$ cat config.mk
export PLATFORM = sky130hd
export DESIGN_NAME = ram_burst_arbiter
export DESIGN_NICKNAME = d
export VERILOG_FILES = /design/src/rtl/ram_burst_arbiter_pkg.sv /design/src/rtl/rr_arbiter2.sv /design/src/rtl/ram_burst_arbiter.sv
export SDC_FILE = /design/constraint.sdc
export NUM_CORES = 1
export LEC_CHECK = 0
export BUFFER_PORTS_ARGS = -buffer_cell sky130_fd_sc_hd__buf_2
export CAP_MARGIN = 25
export CORE_ASPECT_RATIO = 0.7
export CORE_UTILIZATION = 35
export DETAILED_ROUTE_END_ITERATION = 16
export MAX_ROUTING_LAYER = met4
export SETUP_SLACK_MARGIN = 0.5
export SYNTH_ARGS = -nofsm -noshare
export SYNTH_HDL_FRONTEND = slang
export SYNTH_SLANG_ARGS = --single-unit
$ cat constraint.sdc
create_clock -name clk -period 6.8 [get_ports clk]
set_clock_uncertainty 0.1 [all_clocks]
set_input_delay 1.36 -clock clk [delete_from_list [all_inputs] [get_ports clk]]
set_output_delay 1.36 -clock clk [all_outputs]
set_load 0.01 [all_outputs]
$ cat src/rtl/ram_burst_arbiter_pkg.sv
// Shared types and sizing helpers for the capture-RAM burst arbiter.
package ram_arb_pkg;

  typedef enum logic [1:0] {
    IDLE     = 2'd0,
    WR_BURST = 2'd1,
    RD_BURST = 2'd2
  } arb_state_e;

  // Burst length in words.
  function automatic int BL(input int burst_index);
    return 1 << burst_index;
  endfunction

  // Number of whole bursts the RAM holds.
  function automatic int NB(input int address_width, input int burst_index);
    return 1 << (address_width - burst_index);
  endfunction

endpackage

$ cat src/rtl/rr_arbiter2.sv
// Two-way round-robin pick; the last-grant register moves only when a grant is issued.
module rr_arbiter2 (
  input  logic clk,
  input  logic reset_n,
  input  logic en,
  input  logic req_a,
  input  logic req_b,
  output logic gnt_a,
  output logic gnt_b
);

  // Reset favours requester a by recording b as the last winner.
  logic last_b;

  always_comb begin
    gnt_a = en & req_a & (~req_b | last_b);
    gnt_b = en & req_b & ~gnt_a;
  end

  always_ff @(posedge clk or negedge reset_n) begin
    if (!reset_n) begin
      last_b <= 1'b1;
    end else if (gnt_a) begin
      last_b <= 1'b0;
    end else if (gnt_b) begin
      last_b <= 1'b1;
    end
  end

endmodule

$ cat src/rtl/ram_burst_arbiter.sv
// Burst arbiter sharing the single-port capture RAM between writer and reader as a circular burst buffer.
// Optional sticky overflow flag: define RAM_ARB_OVERFLOW_EN.
module ram_burst_arbiter
  import ram_arb_pkg::*;
#(
  parameter int ADDRESS_WIDTH   = 14,
  parameter int MAX_RAM_ADDRESS = 16384,
  parameter int BURST_INDEX     = 8,
  parameter int DATA_WIDTH      = 32
) (
  input  logic                                 clk,
  input  logic                                 reset_n,
  input  logic                                 enable,
  input  logic                                 flush,
  input  logic                                 wr_req,
  output logic                                 wr_gnt,
  output logic                                 wr_take,
  input  logic [DATA_WIDTH-1:0]                wr_data,
  input  logic                                 rd_req,
  output logic                                 rd_gnt,
  output logic                                 rd_valid,
  output logic [DATA_WIDTH-1:0]                rd_data,
  output logic [ADDRESS_WIDTH-1:0]             ram_addr,
  output logic                                 ram_we,
  output logic [DATA_WIDTH-1:0]                ram_wdata,
  input  logic [DATA_WIDTH-1:0]                ram_rdata,
  output logic [ADDRESS_WIDTH-BURST_INDEX:0]   fill,
  output logic                                 full,
  output logic                                 empty,
  output logic                                 overflow,
  output logic [1:0]                           dbg_state
);

  localparam int PTR_W      = ADDRESS_WIDTH + 1;
  localparam int FILL_W     = ADDRESS_WIDTH - BURST_INDEX + 1;
  localparam int NUM_BURSTS = MAX_RAM_ADDRESS / BL(BURST_INDEX);

  arb_state_e               state;
  logic [PTR_W-1:0]         wr_ptr;
  logic [PTR_W-1:0]         rd_ptr;
  logic [PTR_W-1:0]         ptr_diff;
  logic [BURST_INDEX-1:0]   beat;
  logic [ADDRESS_WIDTH-1:0] addr_hold;
  logic                     last_beat;
  logic                     arb_en;
  logic                     pick_wr;
  logic                     pick_rd;

  // Handshake: a requester holds req until it sees its gnt pulse; gnt coincides with the
  // first beat, and requests are only looked at while the FSM is IDLE.
  assign ptr_diff  = wr_ptr - rd_ptr;
  assign fill      = ptr_diff[PTR_W-1:BURST_INDEX];
  assign empty     = (wr_ptr == rd_ptr);
  assign full      = (fill == FILL_W'(NUM_BURSTS));
  assign last_beat = &beat;
  assign arb_en    = (state == IDLE) & enable & ~flush;
  assign ram_wdata = wr_data;
  assign dbg_state = state;

  rr_arbiter2 u_rr (
    .clk     (clk),
    .reset_n (reset_n),
    .en      (arb_en),
    .req_a   (wr_req & ~full),
    .req_b   (rd_req & ~empty),
    .gnt_a   (pick_wr),
    .gnt_b   (pick_rd)
  );

  always_comb begin
    ram_we   = 1'b0;
    wr_take  = 1'b0;
    ram_addr = addr_hold;
    case (state)
      WR_BURST: begin
        ram_we   = 1'b1;
        wr_take  = 1'b1;
        ram_addr = wr_ptr[ADDRESS_WIDTH-1:0];
      end
      RD_BURST: ram_addr = rd_ptr[ADDRESS_WIDTH-1:0];
      default:  ram_addr = addr_hold;
    endcase
  end

  always_ff @(posedge clk or negedge reset_n) begin
    if (!reset_n) begin
      state     <= IDLE;
      wr_ptr    <= '0;
      rd_ptr    <= '0;
      beat      <= '0;
      addr_hold <= '0;
      wr_gnt    <= 1'b0;
      rd_gnt    <= 1'b0;
      rd_valid  <= 1'b0;
      rd_data   <= '0;
    end else begin
      wr_gnt   <= 1'b0;
      rd_gnt   <= 1'b0;
      rd_valid <= (state == RD_BURST);
      case (state)
        IDLE: begin
          beat <= '0;
          if (flush) begin
            wr_ptr <= '0;
            rd_ptr <= '0;
          end else if (pick_wr) begin
            wr_gnt <= 1'b1;
            state  <= WR_BURST;
          end else if (pick_rd) begin
            rd_gnt <= 1'b1;
            state  <= RD_BURST;
          end
        end
        WR_BURST: begin
          addr_hold <= wr_ptr[ADDRESS_WIDTH-1:0];
          wr_ptr    <= wr_ptr + PTR_W'(1);
          beat      <= beat + BURST_INDEX'(1);
          if (last_beat) state <= IDLE;
        end
        RD_BURST: begin
          addr_hold <= rd_ptr[ADDRESS_WIDTH-1:0];
          rd_ptr    <= rd_ptr + PTR_W'(1);
          rd_data   <= ram_rdata;
          beat      <= beat + BURST_INDEX'(1);
          if (last_beat) state <= IDLE;
        end
        default: state <= IDLE;
      endcase
    end
  end

`ifdef RAM_ARB_OVERFLOW_EN
  logic ovf_q;

  // Sticky: a writer knocking on a full buffer means captured results were lost upstream.
  always_ff @(posedge clk or negedge reset_n) begin
    if (!reset_n) begin
      ovf_q <= 1'b0;
    end else if (state == IDLE) begin
      if (flush) begin
        ovf_q <= 1'b0;
      end else if (enable && wr_req && full) begin
        ovf_q <= 1'b1;
      end
    end
  end

  assign overflow = ovf_q;
`else
  assign overflow = 1'b0;
`endif

endmodule

==> Word-level counts from Yosys, hierarchy flattened <==
Cells that the tools add are included.
{ "word_totals": {"reg_bits": 90, "in_bits": 70, "output_inout_bits": 95, "elab_cells": 66} }
{ "classes": {"addsub": 4, "eq_ne": 8, "muxes": 20, "bitwise_logic": 14, "n_reduce_logical": 10} }
{ "op_table": {"columns": ["operator", "n"], "rows": [
  ["one-hot mux 15 bit (2 select lines)", 2],
  ["adder 15 x 1 -> 15 bit (second input constant)", 2],
  ["one-hot mux 14 bit (2 select lines)", 1],
  ["one-hot mux 8 bit (2 select lines)", 1],
  ["equality test 15 bit", 1],
  ["two-way mux 15 bit", 1],
  ["subtractor 15 bit", 1],
  ["two-way mux 1 bit", 10],
  ["adder 8 x 1 -> 8 bit (second input constant)", 1],
  ["bitwise AND 1 bit", 8],
  ["two-way mux 2 bit", 4],
  ["AND reduction 8 bit", 1],
  ["nonzero test 2 bit", 4],
  ["equality test 7 bit (second input constant)", 1],
  ["inverter 1 bit", 5],
  ["!= test 2 bit (second input constant)", 2],
  ["one-hot mux 2 bit (2 select lines)", 1],
  ["AND reduction 2 bit", 2],
  ["!= test 3 bit (second input constant)", 1],
  ["AND reduction 3 bit", 1],
  ["equality test 2 x 1 -> 1 bit (second input constant)", 1],
  ["equality test 2 bit (second input constant)", 1],
  ["zero test 2 bit", 1],
  ["!= test 2 x 1 -> 1 bit (second input constant)", 1],
  ["other kinds (2)", 2]
]} }

==> Logic depth before layout (Yosys ltp) <==
Gate-level depths: netlist (run 1).
{ "depth": {"depth_word": 12, "mapped_depth": 10, "mapped_depth_nobuf": 9} }

==> Modules after synthesis <==
Synthesis (run 1) repeated with hierarchy kept, for this count alone.
{ "unflattened": {"cells_unflattened": 492, "hier_area_um2": 4913.5} }
{ "by_module_without_submodules": {"columns": ["module", "instances", "cells_each", "area_per_inst_um2", "seq_area_each_um2"], "rows": [
  ["ram_burst_arbiter", 1, 484, 4850.9, 2227.1],
  ["rr_arbiter2", 1, 8, 62.6, 26.3]
]} }

==> Worst setup path after synthesis (run 1) <==
OpenSTA, ideal clock, no wires.
{ "synth_path": {"kind": "register to output", "start": "register rd_ptr[3]", "end": "output port full", "t_arrival_ps": 2178, "t_required_ps": 5340, "path_slack_ps": 3162, "stages_incl_launch_ff": 10, "path_buffers": 0, "path_cell_list": "dfrtp_1 -> inv_1 -> ha_1 -> a21o_1 -> a211o_1 -> o21a_1 -> o311ai_1 -> a31oi_2 -> nand4_2 -> inv_1"} }
{ "synth_between": {"elab_chain_len": 2} }
{ "synth_rtl": {"columns": ["element", "line", "rtl"], "rows": [
  ["start: declaration", "ram_burst_arbiter.sv:40", "logic [PTR_W-1:0] rd_ptr;"],
  ["start signal: assignment", "ram_burst_arbiter.sv:122", "rd_ptr <= rd_ptr + PTR_W'(1);"],
  ["subtractor 15 bit", "ram_burst_arbiter.sv:51", "assign ptr_diff = wr_ptr - rd_ptr;"],
  ["named net fill[3]", "ram_burst_arbiter.sv:27", "output logic [ADDRESS_WIDTH-BURST_INDEX:0] fill,"],
  ["equality test 7 bit", "ram_burst_arbiter.sv:54", "assign full = (fill == FILL_W'(NUM_BURSTS));"],
  ["end: declaration", "ram_burst_arbiter.sv:28", "output logic full,"]
]} }
The timed path passes the listed nets, and every way through them passes these cells.

==> Worst setup path in the final report (run 1) <==
{ "layout_path": {"start": "register rd_ptr[3]", "end": "output port full"} }
{ "layout_between": {"elab_chain_len": 2} }
{ "layout_rtl": {"columns": ["element", "line"], "rows": [
  ["subtractor 15 bit", "ram_burst_arbiter.sv:51"],
  ["equality test 7 bit", "ram_burst_arbiter.sv:54"]
]} }
No other way between the ends.

==> results of run 1 <==
synth_stat cells, drive strengths merged (6+ instances only):
master / instances
dfrtp: 89
nor2: 54
nand2: 37
buf: 36
a21oi: 32
mux2: 32
o21ai: 29
inv: 25
ha: 21
a22oi: 18
nand3: 18
clkbuf: 16
xnor2: 16
xor2: 12
nor3: 10
or3: 8
nand4: 6
layout make-up:
cell class,instances,area (um2),area share
Multi-Input combinational cell,339,2300,0.403
Sequential cell,90,2250,0.394
Timing Repair Buffer,102,541,0.0946
Tap cell,190,238,0.0416
Clock buffer,11,233,0.0407
Inverter,25,93.8,0.0164
Clock inverter,5,55.1,0.00963
cell families (layout without fill, tap and decap cells):
group | count (synthesis) | in the layout
mux | 35 | 35
flops | 90 | 90
buf+inv | 77 | 143
compound gates | 103 | 103
simple gates | 151 | 151
other cells | 1 | 1
xor+xnor | 28 | 28
fa+ha+maj | 21 | 21
critical path, cell delays in order (launching register included):
cell and delay [ns]:
sky130_fd_sc_hd__dfrtp_1 0.41, sky130_fd_sc_hd__inv_1 0.10, sky130_fd_sc_hd__ha_1 0.30, sky130_fd_sc_hd__a21o_1 0.20, sky130_fd_sc_hd__a211o_1 0.27, sky130_fd_sc_hd__o21a_1 0.19, sky130_fd_sc_hd__o311ai_1 0.49, sky130_fd_sc_hd__a31oi_2 0.07
sky130_fd_sc_hd__nand4_2 0.19, sky130_fd_sc_hd__inv_1 0.06, sky130_fd_sc_hd__buf_2 0.13
registers in the layout, summed over array words and instances (netlist names):
signal       flops
rd_data         32
addr_hold       14
rd_ptr          15
dbg_state        2
rd_valid         1
u_rr.last_b      1
wr_ptr          15
wr_gnt           1
beat             8
rd_gnt           1
metal layers:
| layer | routed length, um | vias up |
|---|---|---|
| li1 | - | 1849 |
| met4 | 100 | 0 |
| met1 | 5800 | 1874 |
| met3 | 504 | 15 |
| met5 | 0 | - |
| met2 | 5080 | 93 |
worst max-delay path by stage:
| stage | startpoint | end | slack (ns) | cells past startpoint |
|---|---|---|---|---|
| 4_1_cts | rd_ptr[3] | full | 2.55 | 10 |
| 3_5_place_dp | rd_ptr[3] | full | 2.92 | 10 |
| 3_3_place_gp | rd_ptr[3] | full | 2.92 | 10 |
| 5_1_grt | wr_ptr[9] | full | 2.39 | 9 |
| 2_1_floorplan | rd_ptr[3] | full | 3.16 | 9 |
| 6_report | rd_ptr[3] | full | 2.59 | 10 |
per-stage QoR:
stage                      util  hold slack [ns]  area (um2)
after floorplan               -            0.375        4980
after global placement    0.388            0.383        5400
after detailed placement  0.388            0.391        5400
after CTS                 0.409            0.405        5690
after global routing      0.411            0.419        5720
final                     0.411            0.403        5720
power by group through the flow:
stage	clock [W]	sequential, W	combinational [W]
CTS	0.000497	0.000793	0.00111
global placement	0	0.000791	0.00109
floorplan	0	0.000839	0.000671
detailed placement	0	0.000800	0.00111
finish	0.000481	0.000791	0.00109
global route	0.000519	0.000813	0.00122
==> qor.log, run 1 <==
[timing] Setup violations, final 0
[min_path] Worst Hold Class flop to flop
[worst_setup_path] cells on worst reg2reg path 9
[logic_synthesis] Post-synth ARST share 1.00
[die] Core Area 13900 um2
[outcome] run status complete, no violations
[die] Die X 145 um
[place] IO Port Bufs 99
[timing] Hold Fails Final Rpt 0
[finish] synth-to-layout area growth 14.8%
[logic_synthesis] sequential area share after synthesis 0.453
[cts] number of gates given a new drive strength after cts 0
[pwr] total power draw 0.00236 W
[die] Ports 165
[worst_setup_path] critical path type flop to output pin
[job] maxcap violations 0
[drt] number of iterations in the first detailed-routing pass 5
[cts] H-Tree Depth 3
[worst_setup_path] top fanout value on the critical path 6
[cts] CTS Hold Bufs 0
[pwr] internal cell power 0.00145 W
[logic_synthesis] Syn. warnings 0
[die] Starting Density 0.358
[logic_synthesis] number of flops mapped to enable cells by yosys 0
[finish] number of diodes added for antenna fixing 0
[timing] worst setup margin 2.59 ns
[finish] count of placed standard cells in the final layout, fillers left out 762
[grt] global routing usage summed across all routing layers 0.167
[logic_synthesis] Area contributors post-synth sky130_fd_sc_hd__dfrtp_1 (45%), sky130_fd_sc_hd__mux2_2 (7.2%), sky130_fd_sc_hd__ha_1 (5.3%)
[pwr] total leakage power 2.67 nW
[pwr] switching part of the total power 0.387
[grt] most used routing layer met1
[timing] worst rel slew slack 0.370
[pwr] maximum vdd ir drop 197 uV
[grt] met1 track demand over resource 0.238
[pwr] Power Density 413 nW/um2
[place] setup slack at placement 2.92 ns
[logic_synthesis] Synth Area in Compound Gates 0.138
[logic_synthesis] Cell variety after synth 52
[grt] met3 track utilization from global routing 0.0411
[die] DIE HEIGHT 102 um
[drt] detailed-route DRC error count 0
[pwr] combinational share of power 0.461
[drt] Post-Route WL 11500 um
[cts] Clk Latency, worst-skew pair 0.34 ns
[drt] via total after detailed routing 3831
[logic_synthesis] post-synthesis mux area share 0.0784
[min_path] end point of the most critical hold path rd_data[13]
[cts] number of buffers created by CTS 9
[drt] wire length per cell after detailed routing 15.1 um
[pwr] fraction of power consumed by sequential logic 0.335
[cts] clock tree root buffer cell sky130_fd_sc_hd__clkbuf_16
[logic_synthesis] Netlist Area Pre-Place 4980 um2
[drt] Via density 5.03
[min_path] hold_sp rd_data[13]
[timing] total negative slack for setup checks 0 ns
[timing] number of max-slew violations in the final report 0
[logic_synthesis] #FFs+latches synth 90
[die] number of rows created at floorplan 36
[logic_synthesis] proportion of netlist area held by the largest area contributor 0.447
[logic_synthesis] Synth Net Count 597
[grt] total congestion overflow 0
[cts] TritonCTS clock tree built
[min_path] worst hold stages 1
[timing] time the worst path needs with I/O delays and setup 4.21 ns
[drt] Post-DRT Antenna Nets 0
[cts] post-CTS setup-driven buffer insertion count 0
[worst_setup_path] type of element launching the critical path flop
[finish] number of nets at the end of the flow 658
[cts] clock-pin slew on the worst setup and hold paths 0.06 ns
[cts] number of clock sinks 90
[logic_synthesis] xor and xnor area share after synthesis 0.0508
[place] weighted congestion reported at the end of routability-driven placement 0.902
[logic_synthesis] adder-cell share of the synthesized area 0.0528
[worst_setup_path] worst endpoint data arrival time 2.75 ns
[worst_setup_path] required time of the critical path 5.34 ns
[timing] final worst-path cycle share 0.619
[grt] number of antenna violations at the first check in global routing 0
[logic_synthesis] dominant register cell in the synthesized netlist sky130_fd_sc_hd__dfrtp_1
[finish] most frequent cells in the layout sky130_fd_sc_hd__buf_2 (98), sky130_fd_sc_hd__dfrtp_1 (89), sky130_fd_sc_hd__nor2_1 (54)
[place] Cells after DPL 745
[worst_setup_path] Reg2Reg Setup Slack 3.74 ns
[logic_synthesis] average cell area after synthesis 9.84 um2
[grt] via count of the first global-routing pass 3645
[finish] fraction of final layout cells sized beyond drive strength 1 0.288
[timing] highest achievable clock rate 0.238 GHz
[cts] CTS Buffer Depth 2
[pwr] Sw Pwr 0.000915 W
[place] HPWL Detailed 8520 um
[logic_synthesis] synthesized instance count 506
[logic_synthesis] largest area contributor in the synthesized netlist sky130_fd_sc_hd__dfrtp_1
[grt] pin count of the biggest net entering global routing 80
[logic_synthesis] largest family of logic cells by synthesized area simple AND/OR/NAND/NOR gates
[finish] total of fill cells in the finished design 1356
[logic_synthesis] area share of and/or/nand/nor cells after synthesis 0.141
[drt] count of routing violations after the opening detailed-route iteration 261
[worst_setup_path] Worst Setup End Kind output pin
[worst_setup_path] Crit Reg-Reg Endpoint wr_ptr[11]
[timing] transition time at the pin with the least slew margin 0.941 ns
[finish] leading cell type in the layout, fill and taps excluded sky130_fd_sc_hd__buf_2
[timing] RSZ-0062 raised after global routing no
[pwr] clock share of power 0.204
[worst_setup_path] worst r2r src dbg_state[1]
[grt] fraction of met2 tracks used by global routing 0.237
[die] die area 14700 um2
[grt] wire length of the first global-routing pass 18300 um
No activity file was read; power rests on OpenSTA's default activity.
==> inputs of run 2 (changes only) <==
--- a/config.mk
+++ b/config.mk
@@ -5,6 +5,7 @@
 export SDC_FILE = /design/constraint.sdc
 export NUM_CORES = 1
 export LEC_CHECK = 0
+export ABC_AREA = 1
 export BUFFER_PORTS_ARGS = -buffer_cell sky130_fd_sc_hd__buf_2
 export CAP_MARGIN = 25
 export CORE_ASPECT_RATIO = 0.7
==> constraint.sdc (replaced) <==
create_clock -name clk -period 3.87 [get_ports clk]
set_clock_uncertainty 0.1 [all_clocks]
set_input_delay 0.774 -clock clk [delete_from_list [all_inputs] [get_ports clk]]
set_output_delay 0.774 -clock clk [all_outputs]
set_load 0.01 [all_outputs]
==> run 2 against run 1 <==
Combinational power up 99%. Critical path type unchanged. Sequential share of layout area down 1.5 points. Critical endpoint unchanged. Total power up 88%. Design area up 3.9%. Non-clock buffer count up 7. Register-to-register slack worse by 2.6 ns. Sequential power up 77%. Global-route usage up 0.76 points.
==> qor.log, run 2 <==
[logic_synthesis] Cell variety after synth 39
[drt] number of iterations in the first detailed-routing pass 4
[pwr] total leakage power 3.18 nW
[die] DIE HEIGHT 103 um
[worst_setup_path] cell repeated most along the worst path sky130_fd_sc_hd__nand2_1
[worst_setup_path] cell with the biggest individual delay on the critical path sky130_fd_sc_hd__dfrtp_1
[grt] pin count of the biggest net entering global routing 51
[logic_synthesis] Area contributors post-synth sky130_fd_sc_hd__dfrtp_1 (44%), sky130_fd_sc_hd__nand2_1 (16%), sky130_fd_sc_hd__inv_1 (6.2%)
[finish] largest register by flop count rd_data
[timing] time the worst path needs with I/O delays and setup 3.11 ns
[timing] final worst-path cycle share 0.805
[drt] Post-Route WL 12300 um
[drt] detailed-route DRC error count 0
[logic_synthesis] most instantiated library cell after synthesis sky130_fd_sc_hd__nand2_1
[worst_setup_path] cells on worst reg2reg path 11
[timing] worst setup margin 0.756 ns
[cts] H-Tree Depth 3
[logic_synthesis] dominant register cell in the synthesized netlist sky130_fd_sc_hd__dfrtp_1
[logic_synthesis] synthesized instance count 672
[worst_setup_path] cell chain of the critical path inv_1, ha_1, a21oi_1, nand2_1, nand2_1, nand3b_1, nand2_1, nand2_1, nor2_1, nand2_2, inv_1, buf_2
[worst_setup_path] top fanout value on the critical path 6
[worst_setup_path] type of element launching the critical path flop
[finish] fraction of final layout cells sized beyond drive strength 1 0.204
[logic_synthesis] average cell area after synthesis 7.52 um2
[finish] Reg area 2250 um2
[logic_synthesis] Syn. warnings 0
[finish] top flop regs rd_data: 32 flops, rd_ptr: 15 flops, wr_ptr: 15 flops
[worst_setup_path] Reg2Reg Setup Slack 1.11 ns
[timing] highest achievable clock rate 0.321 GHz
[finish] synth-to-layout area growth 17.6%
[drt] Post-DRT Antenna Nets 0
[die] Die X 146 um
[grt] global routing usage summed across all routing layers 0.175
[timing] number of max-slew violations in the final report 0
[drt] Via density 4.65
[finish] core occupancy in the finished layout 0.424
[cts] CTS Buffer Depth 2
[drt] via total after detailed routing 4371
[logic_synthesis] number of flops mapped to enable cells by yosys 0
[logic_synthesis] Synth Net Count 763
[finish] number of flip-flops under the largest register name 32
[timing] total negative slack for setup checks 0 ns
[timing] RSZ-0062 raised after global routing no
[timing] transition time at the pin with the least slew margin 0.926 ns
[logic_synthesis] #FFs+latches synth 90
[logic_synthesis] Netlist Area Pre-Place 5050 um2
[drt] wire length per cell after detailed routing 13.1 um
[worst_setup_path] required time of the critical path 3.00 ns
[pwr] Power Density 749 nW/um2
[die] Ports 165
[timing] Hold Fails Final Rpt 0
[grt] total congestion overflow 0
[finish] total of fill cells in the finished design 1446
[drt] count of routing violations after the opening detailed-route iteration 253
[worst_setup_path] critical path type flop to output pin
[cts] clock tree root buffer cell sky130_fd_sc_hd__clkbuf_16
[worst_setup_path] maximum cell stage delay along the critical path 0.45 ns
[pwr] maximum vdd ir drop 359 uV
[place] IO Port Bufs 99
[die] Starting Density 0.361
[finish] most frequent cells in the layout sky130_fd_sc_hd__nand2_1 (216), sky130_fd_sc_hd__buf_2 (98), sky130_fd_sc_hd__dfrtp_1 (88)
[worst_setup_path] Worst Setup End Kind output pin
[finish] Multi-input gate area 2240 um2
[finish] leading cell type in the layout, fill and taps excluded sky130_fd_sc_hd__nand2_1
[cts] number of buffers created by CTS 9
[cts] clock-pin slew on the worst setup and hold paths 0.07 ns
[grt] via count of the first global-routing pass 3955
[cts] Clk Latency, worst-skew pair 0.34 ns
[finish] number of nets at the end of the flow 836
[place] weighted congestion reported at the end of routability-driven placement 0.844
[die] die area 14900 um2
[grt] wire length of the first global-routing pass 19900 um
[finish] number of diodes added for antenna fixing 0
[grt] number of antenna violations at the first check in global routing 0
[logic_synthesis] sequential area share after synthesis 0.446
[worst_setup_path] worst endpoint data arrival time 2.24 ns
[timing] Setup violations, final 0
[cts] number of clock sinks 90
[cts] TritonCTS clock tree built
[outcome] run status complete, no violations
[job] maxcap violations 0
[cts] CTS Hold Bufs 0
[min_path] Worst Hold Class primary input to asynchronous set/reset pin
[die] number of rows created at floorplan 36
[place] setup slack at placement 0.970 ns
[timing] worst rel slew slack 0.381
[logic_synthesis] proportion of netlist area held by the largest area contributor 0.441
[logic_synthesis] largest area contributor in the synthesized netlist sky130_fd_sc_hd__dfrtp_1
[logic_synthesis] Synth top cells by count sky130_fd_sc_hd__nand2_1 (217), sky130_fd_sc_hd__dfrtp_1 (89), sky130_fd_sc_hd__inv_1 (84)
[die] Core Area 14000 um2
[place] HPWL Detailed 9050 um
[logic_synthesis] Post-synth ARST share 1.00
run 2: per-layer routing:
layer | routed length, um | vias up | global-route usage
met5 | 0 | - | -
met2 | 5110 | 94 | 0.244
met4 | 34 | 0 | 0.0421
met3 | 604 | 10 | 0.0434
li1 | - | 2224 | -
met1 | 6570 | 2043 | 0.252
run 2: critical path: cells and delay by family (launching register included):
kind	cells	cell delay, ns
AOI/OAI and AO/OA	1	0.21
buffers and inverters	3	0.24
and+or+nand+nor	7	0.69
adders and majority gates	1	0.30
DFF	1	0.45
run 2: cell families after synthesis:
family                   after synthesis  share of synthesized area
AND/OR/NAND/NOR                      335                      0.278
buffers and inverters                136                      0.126
flip-flops                            90                      0.446
AO/OA/AOI/OAI                         85                     0.0897
adder cells (fa/ha/maj)               21                     0.0520
XOR/XNOR                               4                    0.00694
other                                  1                   0.000742
run 2: final timing paths:
| kind | endpoint | start |
|---|---|---|
| setup / recovery | full | rd_ptr[3] |
| hold / removal | addr_hold[0] | reset_n |
| setup reg to reg | wr_ptr[14] | dbg_state[1] |
| hold reg to reg | rd_data[1] | rd_data[1] |
| max in group asynchronous | u_rr.last_b | reset_n |
| min in group clk | rd_data[1] | rd_data[1] |
run 2: where the power goes:
part | internal (W) | switching, W | leakage, nW | total [W]
Clock | 0.000518 | 0.000368 | 0.141 | 0.000886
Combinational | 0.000756 | 0.00141 | 1.87 | 0.00217
Sequential | 0.00124 | 0.000153 | 1.17 | 0.00140
Total | 0.00252 | 0.00193 | 3.18 | 0.00445
run 2: final cells by class:
type	count	share of cell area
Inverter	89	0.0562
Clock buffer	10	0.0402
Sequential cell	90	0.380
Clock inverter	6	0.0112
Multi-Input combinational cell	446	0.376
Timing Repair Buffer	109	0.0965
Tap cell	190	0.0400
run 2: through the flow:
stage                     instance area [um2]  power, W  hold WS, ns  cells
after CTS                                5840   0.00451        0.335    936
after floorplan                          5050   0.00276        0.368    672
final                                    5940   0.00445        0.310    940
after global routing                     5940   0.00486        0.354    940
after global placement                   5530   0.00358        0.350    920
after detailed placement                 5530   0.00360        0.353    920
run 2: repair_timing:
| action | in CTS | in global routing |
|---|---|---|
| endpoints found under the setup margin | 0 | 1 |
| resized for setup | 0 | 12 |
| buffers inserted | 0 | 4 |
==> inputs of run 3 (changes only) <==
==> constraint.sdc (replaced) <==
create_clock -name clk -period 3 [get_ports clk]
set_clock_uncertainty 0.1 [all_clocks]
set_input_delay 0.6 -clock clk [delete_from_list [all_inputs] [get_ports clk]]
set_output_delay 0.6 -clock clk [all_outputs]
set_load 0.01 [all_outputs]
==> run 3 against run 2 <==
Wire length is 13% higher. Worst hold slack lost 0.12 ns. Total power is 52% higher. Clock-buffer cell count increased by 2. Combinational power grew 72%. Register-to-register slack lost 0.42 ns. Design area rose by 17%. Setup slack worse by 0.55 ns. Utilization up 7.3 points. Largest power group unchanged.
==> qor.log, run 3 (synthesis gave the netlist of run 2 again) <==
[worst_setup_path] worst endpoint data arrival time 2.09 ns
[place] HPWL Detailed 9170 um
[finish] fraction of final layout cells sized beyond drive strength 1 0.398
[timing] worst rel slew slack 0.554
[pwr] total leakage power 3.57 nW
[worst_setup_path] cell repeated most along the worst path sky130_fd_sc_hd__nand2_2
[die] Ports 165
[cts] number of clock sinks 90
[pwr] Power Density 970 nW/um2
[pwr] maximum vdd ir drop 456 uV
[die] Starting Density 0.361
[grt] number of antenna violations at the first check in global routing 0
[worst_setup_path] critical path type flop to output pin
[job] maxcap violations 0
[worst_setup_path] type of element launching the critical path flop
[drt] Post-DRT Antenna Nets 0
[grt] pin count of the biggest net entering global routing 51
[die] Die X 146 um
[timing] highest achievable clock rate 0.358 GHz
[timing] worst setup margin 0.208 ns
[timing] transition time at the pin with the least slew margin 0.669 ns
[worst_setup_path] cells on worst reg2reg path 11
[timing] RSZ-0062 raised after global routing yes
[timing] time the worst path needs with I/O delays and setup 2.79 ns
[pwr] total power draw 0.00676 W
[timing] number of max-slew violations in the final report 0
[drt] via total after detailed routing 4582
[drt] count of routing violations after the opening detailed-route iteration 318
[outcome] run status complete, no violations
[cts] clock tree root buffer cell sky130_fd_sc_hd__clkbuf_16
[worst_setup_path] Reg2Reg Setup Slack 0.69 ns
[grt] via count of the first global-routing pass 4291
[worst_setup_path] maximum cell stage delay along the critical path 0.37 ns
[die] DIE HEIGHT 103 um
[finish] synth-to-layout area growth 37.9%
[cts] clock-pin slew on the worst setup and hold paths 0.07 ns
[timing] Setup violations, final 0
[worst_setup_path] top fanout value on the critical path 5
[worst_setup_path] worst r2r src dbg_state[0]
[drt] detailed-route DRC error count 0
[worst_setup_path] Worst Setup End Kind output pin
[timing] final worst-path cycle share 0.931
[place] setup slack at placement 0.254 ns
[finish] number of nets at the end of the flow 897
[drt] Via density 4.58
[timing] Hold Fails Final Rpt 0
[die] Core Area 14000 um2
[cts] CTS Buffer Depth 2
[cts] Clk Latency, worst-skew pair 0.33 ns
[worst_setup_path] cell chain of the critical path inv_2, ha_4, nand2_2, nor2_2, and2_4, nand2_2, nand3_2, nand2_2, nand2_2, nand2_1, nor2_1, nand2_2, inv_2, buf_6
[finish] top flop regs rd_data: 32 flops, rd_ptr: 15 flops, wr_ptr: 15 flops
[min_path] Worst Hold Class primary input to asynchronous set/reset pin
[grt] wire length of the first global-routing pass 21600 um
[cts] H-Tree Depth 3
[drt] number of iterations in the first detailed-routing pass 4
[die] die area 14900 um2
[drt] wire length per cell after detailed routing 13.9 um
[worst_setup_path] Crit Reg-Reg Endpoint wr_ptr[14]
[finish] leading cell type in the layout, fill and taps excluded sky130_fd_sc_hd__nand2_1
[place] IO Port Bufs 99
[finish] number of flip-flops under the largest register name 32
[worst_setup_path] required time of the critical path 2.30 ns
[grt] global routing usage summed across all routing layers 0.188
[die] number of rows created at floorplan 36
[finish] largest register by flop count rd_data
[drt] Post-Route WL 13900 um
[cts] number of buffers created by CTS 9
[worst_setup_path] cell with the biggest individual delay on the critical path sky130_fd_sc_hd__dfrtp_1
[place] weighted congestion reported at the end of routability-driven placement 0.824
[cts] TritonCTS clock tree built
[timing] total negative slack for setup checks 0 ns
[finish] most frequent cells in the layout sky130_fd_sc_hd__nand2_1 (185), sky130_fd_sc_hd__buf_2 (97), sky130_fd_sc_hd__dfrtp_1 (75)
[grt] total congestion overflow 0
[finish] number of diodes added for antenna fixing 0
-- run 3: cell count changes in the layout (fill, tap and decap cells not counted), sizes merged --
| cell | before | now |
|---|---|---|
| buf | 109 | 169 |
| bufinv | 1 | 2 |
| clkbuf | 10 | 13 |
| clkinvlp | 3 | 1 |
| inv | 87 | 86 |
-- run 3: layout make-up --
| class | count | area [um2] |
|---|---|---|
| inverter | 89 | 338 |
| multi-input combinational | 446 | 2680 |
| fill | 1345 | 7040 |
| sequential | 90 | 2270 |
| timing repair buffer | 170 | 1120 |
| clock inverter | 4 | 73.8 |
| clock buffer | 12 | 256 |
| tap | 190 | 238 |
-- run 3: how the worst max path moves through the flow --
| stage | cells past startpoint | end | from |
|---|---|---|---|
| after detailed placement | 14 | full | rd_ptr[8] |
| after CTS | 14 | full | wr_ptr[5] |
| after global placement | 15 | full | rd_ptr[6] |
| after global routing | 15 | full | rd_ptr[10] |
| final | 14 | full | rd_ptr[9] |
| after floorplan | 7 | ram_addr[0] | dbg_state[0] |
-- run 3: through the flow --
stage / util / hold slack, ns / instances / instance area (um2)
after floorplan: - / 0.204 / 672 / 5050
after global placement: 0.397 / 0.352 / 923 / 5570
after detailed placement: 0.397 / 0.353 / 923 / 5570
after CTS: 0.469 / 0.213 / 986 / 6570
after global routing: 0.497 / 0.246 / 1001 / 6970
final: 0.497 / 0.191 / 1001 / 6970
-- run 3: critical path, delay by kind of cell (launching register included) --
family | cells | cell delay (ns)
and+or+nand+nor | 10 | 0.86
DFF | 1 | 0.37
buffers and inverters | 3 | 0.23
adders and majority gates | 1 | 0.29
-- run 3: routing by layer --
metal	GRT usage	vias up	part of all wire
li1	-	2347	-
met1	0.274	2136	0.52
met2	0.261	93	0.44
met3	0.0429	6	0.036
met4	0.0429	0	0.0018
met5	-	-	0
-- run 3: power breakdown --
part,internal (W),switching (W),total (W)
clock,0.000776,0.000461,0.00124
sequential,0.00161,0.000181,0.00179
combinational,0.00154,0.00220,0.00374
-- run 3: what timing repair did --
action,CTS,global route
setup buffers,47,14
gates cloned,0,1
gates resized for setup,82,68
endpoints found under the setup margin,23,24
pin swaps,17,20
hold buffers,0,0
